<file path="config.mk">
export PLATFORM = sky130hd
export DESIGN_NAME = pipe_hazard_scheduler
export DESIGN_NICKNAME = d
export VERILOG_FILES = /design/src/rtl/pipe_hazard_scheduler.sv
export SDC_FILE = /design/constraint.sdc
export NUM_CORES = 1
export LEC_CHECK = 0
export CORE_ASPECT_RATIO = 0.8
export CORE_MARGIN = 3
export CORE_UTILIZATION = 44
export DETAILED_ROUTE_END_ITERATION = 10
export PLACE_DENSITY = 0.79
export SLEW_MARGIN = 40
export SYNTH_ARGS = -nofsm -noshare
export SYNTH_HDL_FRONTEND = slang
export SYNTH_SLANG_ARGS = --single-unit
</file>
<file path="constraint.sdc">
create_clock -name CLOCK_50 -period 2.25 [get_ports CLOCK_50]
set_input_delay 0.45 -clock CLOCK_50 [delete_from_list [all_inputs] [get_ports CLOCK_50]]
set_output_delay 0.45 -clock CLOCK_50 [all_outputs]
set_load 0.005 [all_outputs]
</file>
<file path="src/rtl/pipe_hazard_scheduler.sv">
// rtl/pipe_hazard_scheduler.sv - issue/hazard scheduler with 4-slot scoreboard and branch sequencing
// Optional perf counters built when HAZ_PERF_EN is defined.
module pipe_hazard_scheduler #(
  parameter int NREG     = 8,
  parameter int SB_DEPTH = 4
) (
  input  logic        CLOCK_50,
  input  logic        reset,
  input  logic        if_valid,
  input  logic [15:0] if_instr,
  input  logic [2:0]  cc_in,
  output logic        pc_inc,
  output logic        pc_load,
  output logic [9:0]  pc_delta,
  output logic [15:0] id_instr,
  output logic        stall,
  output logic [15:0] perf_stall,
  output logic [15:0] perf_br,
  output logic [15:0] perf_issue
);

  localparam int RW = $clog2(NREG);

  typedef enum logic {RUN, BR_WAIT} state_t;

  state_t              state;
  logic [SB_DEPTH-1:0] sb_valid;
  logic [RW-1:0]       sb_dest [SB_DEPTH];
  logic [2:0]          br_nzp;
  logic [8:0]          br_off;

  logic [3:0]    opcode;
  logic [RW-1:0] f_hi, f_mid, f_lo;
  logic          is_writer, is_cbr, rd_hi, rd_mid, rd_lo;
  logic          hazard, older_busy, taken, issue;
  logic          unused_bits;

  assign opcode      = if_instr[15:12];
  assign f_hi        = if_instr[9 +: RW];
  assign f_mid       = if_instr[6 +: RW];
  assign f_lo        = if_instr[0 +: RW];
  assign is_writer   = (opcode == 4'd1) || (opcode == 4'd6);
  assign is_cbr      = (opcode == 4'd0) && (if_instr[11:9] != 3'b000);
  assign rd_hi       = (opcode == 4'd7);
  assign rd_mid      = (opcode == 4'd1) || (opcode == 4'd6) || (opcode == 4'd7);
  assign rd_lo       = (opcode == 4'd1) && !if_instr[5];
  assign unused_bits = ^if_instr[4:3];

  always_comb begin
    hazard = 1'b0;
    for (int k = 0; k < SB_DEPTH; k++) begin
      if (sb_valid[k] && ((rd_hi  && sb_dest[k] == f_hi)  ||
                          (rd_mid && sb_dest[k] == f_mid) ||
                          (rd_lo  && sb_dest[k] == f_lo)))
        hazard = 1'b1;
    end
  end

  // CC is final once no writer remains ahead of WB
  assign older_busy = |sb_valid[2:0];
  assign taken      = |(br_nzp & cc_in);

  always_comb begin
    pc_inc   = 1'b0;
    pc_load  = 1'b0;
    pc_delta = 10'd0;
    stall    = 1'b0;
    issue    = 1'b0;
    if (!reset) begin
      case (state)
        RUN: begin
          if (if_valid) begin
            if (hazard) begin
              stall = 1'b1;
            end else if (!is_cbr) begin
              issue  = 1'b1;
              pc_inc = 1'b1;
            end
          end
        end
        BR_WAIT: begin
          if (!older_busy) begin
            pc_load  = 1'b1;
            pc_delta = taken ? ({br_off[8], br_off} + 10'd1) : 10'd1;
          end
        end
        default: ;
      endcase
    end
  end

  always_ff @(posedge CLOCK_50) begin
    if (reset) begin
      state    <= RUN;
      sb_valid <= '0;
      for (int k = 0; k < SB_DEPTH; k++) sb_dest[k] <= '0;
      id_instr <= 16'h0000;
      br_nzp   <= 3'b000;
      br_off   <= 9'd0;
    end else begin
      for (int k = SB_DEPTH - 1; k > 0; k--) begin
        sb_valid[k] <= sb_valid[k-1];
        sb_dest[k]  <= sb_dest[k-1];
      end
      sb_valid[0] <= issue && is_writer;
      sb_dest[0]  <= (issue && is_writer) ? if_instr[9 +: RW] : '0;
      id_instr    <= issue ? if_instr : 16'h0000;
      case (state)
        RUN: begin
          if (if_valid && !hazard && is_cbr) begin
            state  <= BR_WAIT;
            br_nzp <= if_instr[11:9];
            br_off <= if_instr[8:0];
          end
        end
        BR_WAIT: begin
          if (pc_load) state <= RUN;
        end
        default: state <= RUN;
      endcase
    end
  end

`ifdef HAZ_PERF_EN
  always_ff @(posedge CLOCK_50) begin
    if (reset) begin
      perf_stall <= 16'd0;
      perf_br    <= 16'd0;
      perf_issue <= 16'd0;
    end else begin
      if (stall && perf_stall != 16'hFFFF) perf_stall <= perf_stall + 16'd1;
      if (state == BR_WAIT && perf_br != 16'hFFFF) perf_br <= perf_br + 16'd1;
      if (pc_inc && perf_issue != 16'hFFFF) perf_issue <= perf_issue + 16'd1;
    end
  end
`else
  assign perf_stall = 16'd0;
  assign perf_br    = 16'd0;
  assign perf_issue = 16'd0;
`endif

endmodule

</file>
# Yosys cells after proc, flatten, opt, wreduce, memory -nomap -nowiden
# Memory sizes are Yosys's and may differ from the RTL's.
# Index checks and enable logic that the tools add are counted.
# classes
add_sub_neg,1
n_mux,31
magnitude_cmp,0
n_bitwise,7
n_eq_ne,15
multipliers,0
n_shift,0
div,0
n_reduce_logical,39
# ops
cell,n
2-to-1 mux 10 bit,4
== test 3 bit,12
logical AND 1 bit,21
2-to-1 mux 1 bit,21
2-to-1 mux 3 bit,5
"adder 9 x 2 -> 10 bit, second input constant",1
logical OR 1 bit,10
"== test 4 x 3 -> 1 bit, second input constant",2
OR reduction 3 bit,2
"== test 4 x 1 -> 1 bit, second input constant",1
zero test 4 bit,1
bitwise OR 1 bit,4
bitwise AND 3 bit,1
nonzero test 3 bit,1
zero test 1 bit,2
inverter 1 bit,2
case mux 1 bit (2 select lines),1
AND reduction 2 bit,1
OR reduction 2 bit,1
# word_totals
wordCells,99
register_bits,33
rom_bits,0
latchBits,0
output_inout_bits,77
mem_bits_rw,12
input_bits,22
memories,1
# memory_table
name,depth,word_bits,rd,rd_ports_with_merged_regs,write_ports,line,rtl
sb_dest,4,3,4,0,4,28,logic [RW-1:0] sb_dest [SB_DEPTH];

# Depth between registers and ports, before layout
# Gate-level depths: netlist of run 1.
# depth
word_depth,18
ltp_mapped,8
ltp_nobuf,6

# Least setup slack after synthesis of run 1
# OpenSTA, ideal clock, no wires.
# synth_path
path_type,input to output
start,input if_instr[15]
end,output pc_inc
slack_ns,0.304
n_path_buf,2
path_stages,7
arrival_time_ns,1.496
t_required_ns,1.800
path_cell_list,buf_4 > or3_1 > a21oi_1 > a21oi_1 > nand4_1 > buf_2 > nor2_1
# synth_via
elab_chain_cells,15
elab_cells_between_ends,41
cone_classes,3 x eq/ne; 9 x mux; 29 x reduce/logical
# synth_lines
element,line,rtl
start: declaration,10,"input logic [15:0] if_instr,"
== test 4 x 1 -> 1 bit or == test 4 x 3 -> 1 bit (tied branches),"45, 46",
logical OR 1 bit (2 in series),45,assign rd_mid = (opcode == 4'd1) || (opcode == 4'd6) || (opcode == 4'd7);
logical AND 1 bit,53,(rd_mid && sb_dest[k] == f_mid) ||
logical OR 1 bit,52,if (sb_valid[k] && ((rd_hi && sb_dest[k] == f_hi) ||
logical OR 1 bit,53,
logical AND 1 bit,52,
2-to-1 mux 1 bit (4 in series),52,
2-to-1 mux 1 bit (*),73,if (hazard) begin
2-to-1 mux 1 bit (*),72,if (if_valid) begin
2-to-1 mux 1 bit (*),70,case (state)
2-to-1 mux 1 bit (*),69,if (!reset) begin
end: declaration,12,"output logic pc_inc,"
# Mark *: on every way between the ends. The rest lies on a longest branch, timed or not.

# Final worst setup path of run 1
# layout_path
start,input if_instr[11]
end,output stall
# layout_via
elab_chain_cells,13
elab_cells_between_ends,28
cone_classes,4 x eq/ne; 8 x mux; 16 x reduce/logical
# layout_lines
element,line,rtl
== test 3 bit,52,
logical AND 1 bit,52,
logical OR 1 bit,52,
logical OR 1 bit,53,
logical AND 1 bit,52,
2-to-1 mux 1 bit (3 in series),52,
2-to-1 mux 1 bit (*),52,
2-to-1 mux 1 bit (*),73,
2-to-1 mux 1 bit (*),72,
2-to-1 mux 1 bit (*),70,
2-to-1 mux 1 bit (*),69,
end: declaration,16,"output logic stall,"
# Marks and branches as above.

==> impl_results.md, run 1 <==
* Status: finished, final reports clean
* Critical Path RT at roughly 1.8 ns
* TritonCTS buffer count at 5
* Vias in the first global route at between 1500 and 2000
* FP Rows at 24
* Delay-heaviest family, CP: buffers and inverters
* Die area at around 0.0067 mm^2
* Yosys reg bits at between 40 and 50
* Overall global routing resource usage at 0.167
* I/O Pins at 99
* Placed Instance Area at between 0.003 and 0.004 mm^2
* Final Cell Area at 0.00329 mm^2
* # H-tree levels at 2
* CP peak stage delay at approximately 0.24 ns
* CTS Hold Bufs at 0
* Syn_area_per_cell at ~9.1 um^2
* Ys async rst share at 0
* Buf+Inv Stages, Crit Path at 3
* Crit path cell chain: dlygate4sd2_1, buf_6, xnor2_2, nand4_1, a21oi_4, a21oi_2, nand3_1, and2_1, buf_2
* N_diodes at 0
* Largest net degree at the start of global routing at 20
* Most frequent cells after synthesis: buf_4, dfxtp_1, xnor2_1
* Post-Route WL at 5940 um
* Starting density of the core at 0.460
* HP Class: flip-flop to flip-flop
* Clk buf depth at 2
* Cell variety after synth at 32
* Area Overhead vs Synth at 29.2%
* Sequential-to-total area share from yosys stat at 0.354
* Fmax at about 460 MHz
* Yosys Warn Count at 0
* CTS Root Cell: clkbuf_8
* VDD IR max at 0.269 mV
* RSZ-0062 raised after global routing: yes
* Core Footprint at about 0.0055 mm^2
* Residual DRC count at 0
* Worst hold margin at approximately 0.53 ns
* Initial DRC count at 109
* TritonCTS clock tree: done
* DR pass1 iterations at 4
* WL/cell at ~14 um
* CP arrival at between 1.5 and 2 ns
* Final Setup Violations at 0
* # fillers at about 480
* Setup crit end kind: output pin
* Minimum clock period at 2.19 ns
* Clock-pin slew on the worst setup and hold paths at about 0.07 ns
* Wire length of the first global-routing pass at between 8000 and 9000 um
* Max-Cap Viols at 0
* Initial antenna violation count at 0
* CP max-delay cell: dlygate4sd2_1
* Post-synthesis cell count at ~280
* Die Y at approximately 74 um
* Most frequent cell after synthesis: buf_4
* Area leader, netlist: dfxtp_1
* Netlist Area Pre-Place at approximately 0.0025 mm^2
* Yosys top cell area share at 0.354
* Startpoint Class: input port
* Most used DFF post-synth: dfxtp_1
* Fraction of layout cells with a size suffix above 1 at 0.212
* Pwr per Cell Area at around 470 mW/mm^2
* Design Power at approximately 0.0016 W
* Clock skew at between 0.008 and 0.009 ns
* CTS sink count at 45
* Crit path kind: input port to output pin
* Final Hold Fails at 0
* Synth top area cells: dfxtp_1, buf_4, xnor2_1
* Mean number of vias per cell at roughly 4.6
* Total gr overflow at 0
* Final #Nets at 377
* DRT antenna net count at 0
* Worst skew pair latency at around 0.29 ns
* Die X-Extent at just over 90 um
* EDFF count, synth at 0
* # port buffers at 50
* Crit share post-route at 0.973
* Crit path max fanout at 7
* Slew Viols, Final at 0
* Layout Utilization at 0.595
* DP Wirelength at ~4400 um
* RD Place Congestion at about 1
* P_leak at roughly 1.3 nW
* DR vias at roughly 2000
[power by group]
part / leakage, nW / switching, W / internal, W
registers: 0.367 / 0.00000972 / 0.000811
clock network: 0.0443 / 0.000246 / 0.000244
logic: 0.900 / 0.000118 / 0.000124
[placed cells by master, fill, tap and decap left out, types with 6 or more instances in the layout]
cell	synthesis	final
dfxtp_1	45	43
nor2b_1	12	12
nand2_1	11	8
clkdlybuf4s50_1	0	24
clkbuf_8	0	6
buf_4	58	28
xnor2_1	39	34
conb_1	1	48
nor3b_1	13	13
dlygate4sd2_1	0	18
nand3_1	8	7
nor2_1	29	26
mux2i_1	12	12
nand4_1	13	13
[sequential cells by signal (all words and copies together) (netlist names)]
register,count
br_nzp,3
br_off,9
id_instr,16
sb_dest,12
sb_valid,4
state,1
[cell type report]
| class | count | area (um^2) | area share |
|---|---|---|---|
| clock buffer | 7 | 86.3 | 0.0263 |
| timing repair buffer | 84 | 746 | 0.227 |
| inverter | 4 | 15.0 | 0.00457 |
| tap | 78 | 97.6 | 0.0297 |
| sequential | 45 | 906 | 0.276 |
| multi-input combinational | 214 | 1440 | 0.437 |
[stage by stage]
| step | TNS (ns) | cells | setup slack, ns |
|---|---|---|---|
| 3_5_place_dp | -7.19 | 421 | -0.564 |
| 4_1_cts | 0 | 432 | 0.0350 |
| 3_3_place_gp | -6.97 | 421 | -0.577 |
| 2_1_floorplan | 0 | 328 | 0.304 |
| 5_1_grt | -0.0284 | 432 | -0.0189 |
| 6_report | 0 | 432 | 0.0599 |
[path summary, 6_finish.rpt]
| check | startpoint | endpoint | slack [ns] | cells after the start |
|---|---|---|---|---|
| max | if_instr[11] | stall | 0.06 | 9 |
| min | br_nzp[0] | br_nzp[0] | 0.53 | 2 |
| max reg2reg | sb_dest[3][1] | id_instr[1] | 0.62 | 7 |
| min reg2reg | br_nzp[0] | br_nzp[0] | 0.53 | 2 |
[layer usage]
metal | track usage | vias up | wire [um]
met3 | 0.0425 | 7 | 422
met1 | 0.218 | 947 | 2630
met2 | 0.287 | 83 | 2840
li1 | - | 960 | -
met4 | 0.0301 | 0 | 51
met5 | 0 | - | 0
[tightest hold or removal path: cells and delay by family, from the launching register on]
family           cells  cell delay, ns
multiplexers         1            0.07
AND/OR/NAND/NOR      1            0.08
flip-flops           1            0.34
[kinds of logic (layout without fill, tap and decap cells)]
logic type / Yosys count / count (layout) / synth area share
buffers and inverters: 69 / 95 / 0.193
XOR/XNOR: 43 / 43 / 0.148
AND/OR/NAND/NOR: 99 / 99 / 0.226
AO/OA/AOI/OAI: 11 / 11 / 0.0251
other: 1 / 48 / 0.00147
adder cells (fa/ha/maj): 1 / 1 / 0.00492
multiplexers: 12 / 12 / 0.0472
flip-flops: 45 / 45 / 0.354
[repair_timing]
action | 4_1_cts | 5_1_grt
hold endpoints to repair | 0 | 0
setup buffers | 4 | 0
gates resized for setup | 60 | 12
pin swaps | 16 | 8
setup endpoints to repair | 13 | 8
gates cloned | 0 | 0
No activity file was read; power rests on OpenSTA's default activity.
==> inputs of run 2 (changes only) <==
CAP_MARGIN = 40   (was default)
==> results of run 2 <==
No change in the layout: final DEF, timing and power equal those of run 1.
==> inputs of run 3 (changes only) <==
CTS_CLUSTER_SIZE = 20   (was default)
==> results of run 3 <==
No change in the layout: final DEF, timing and power equal those of run 1.
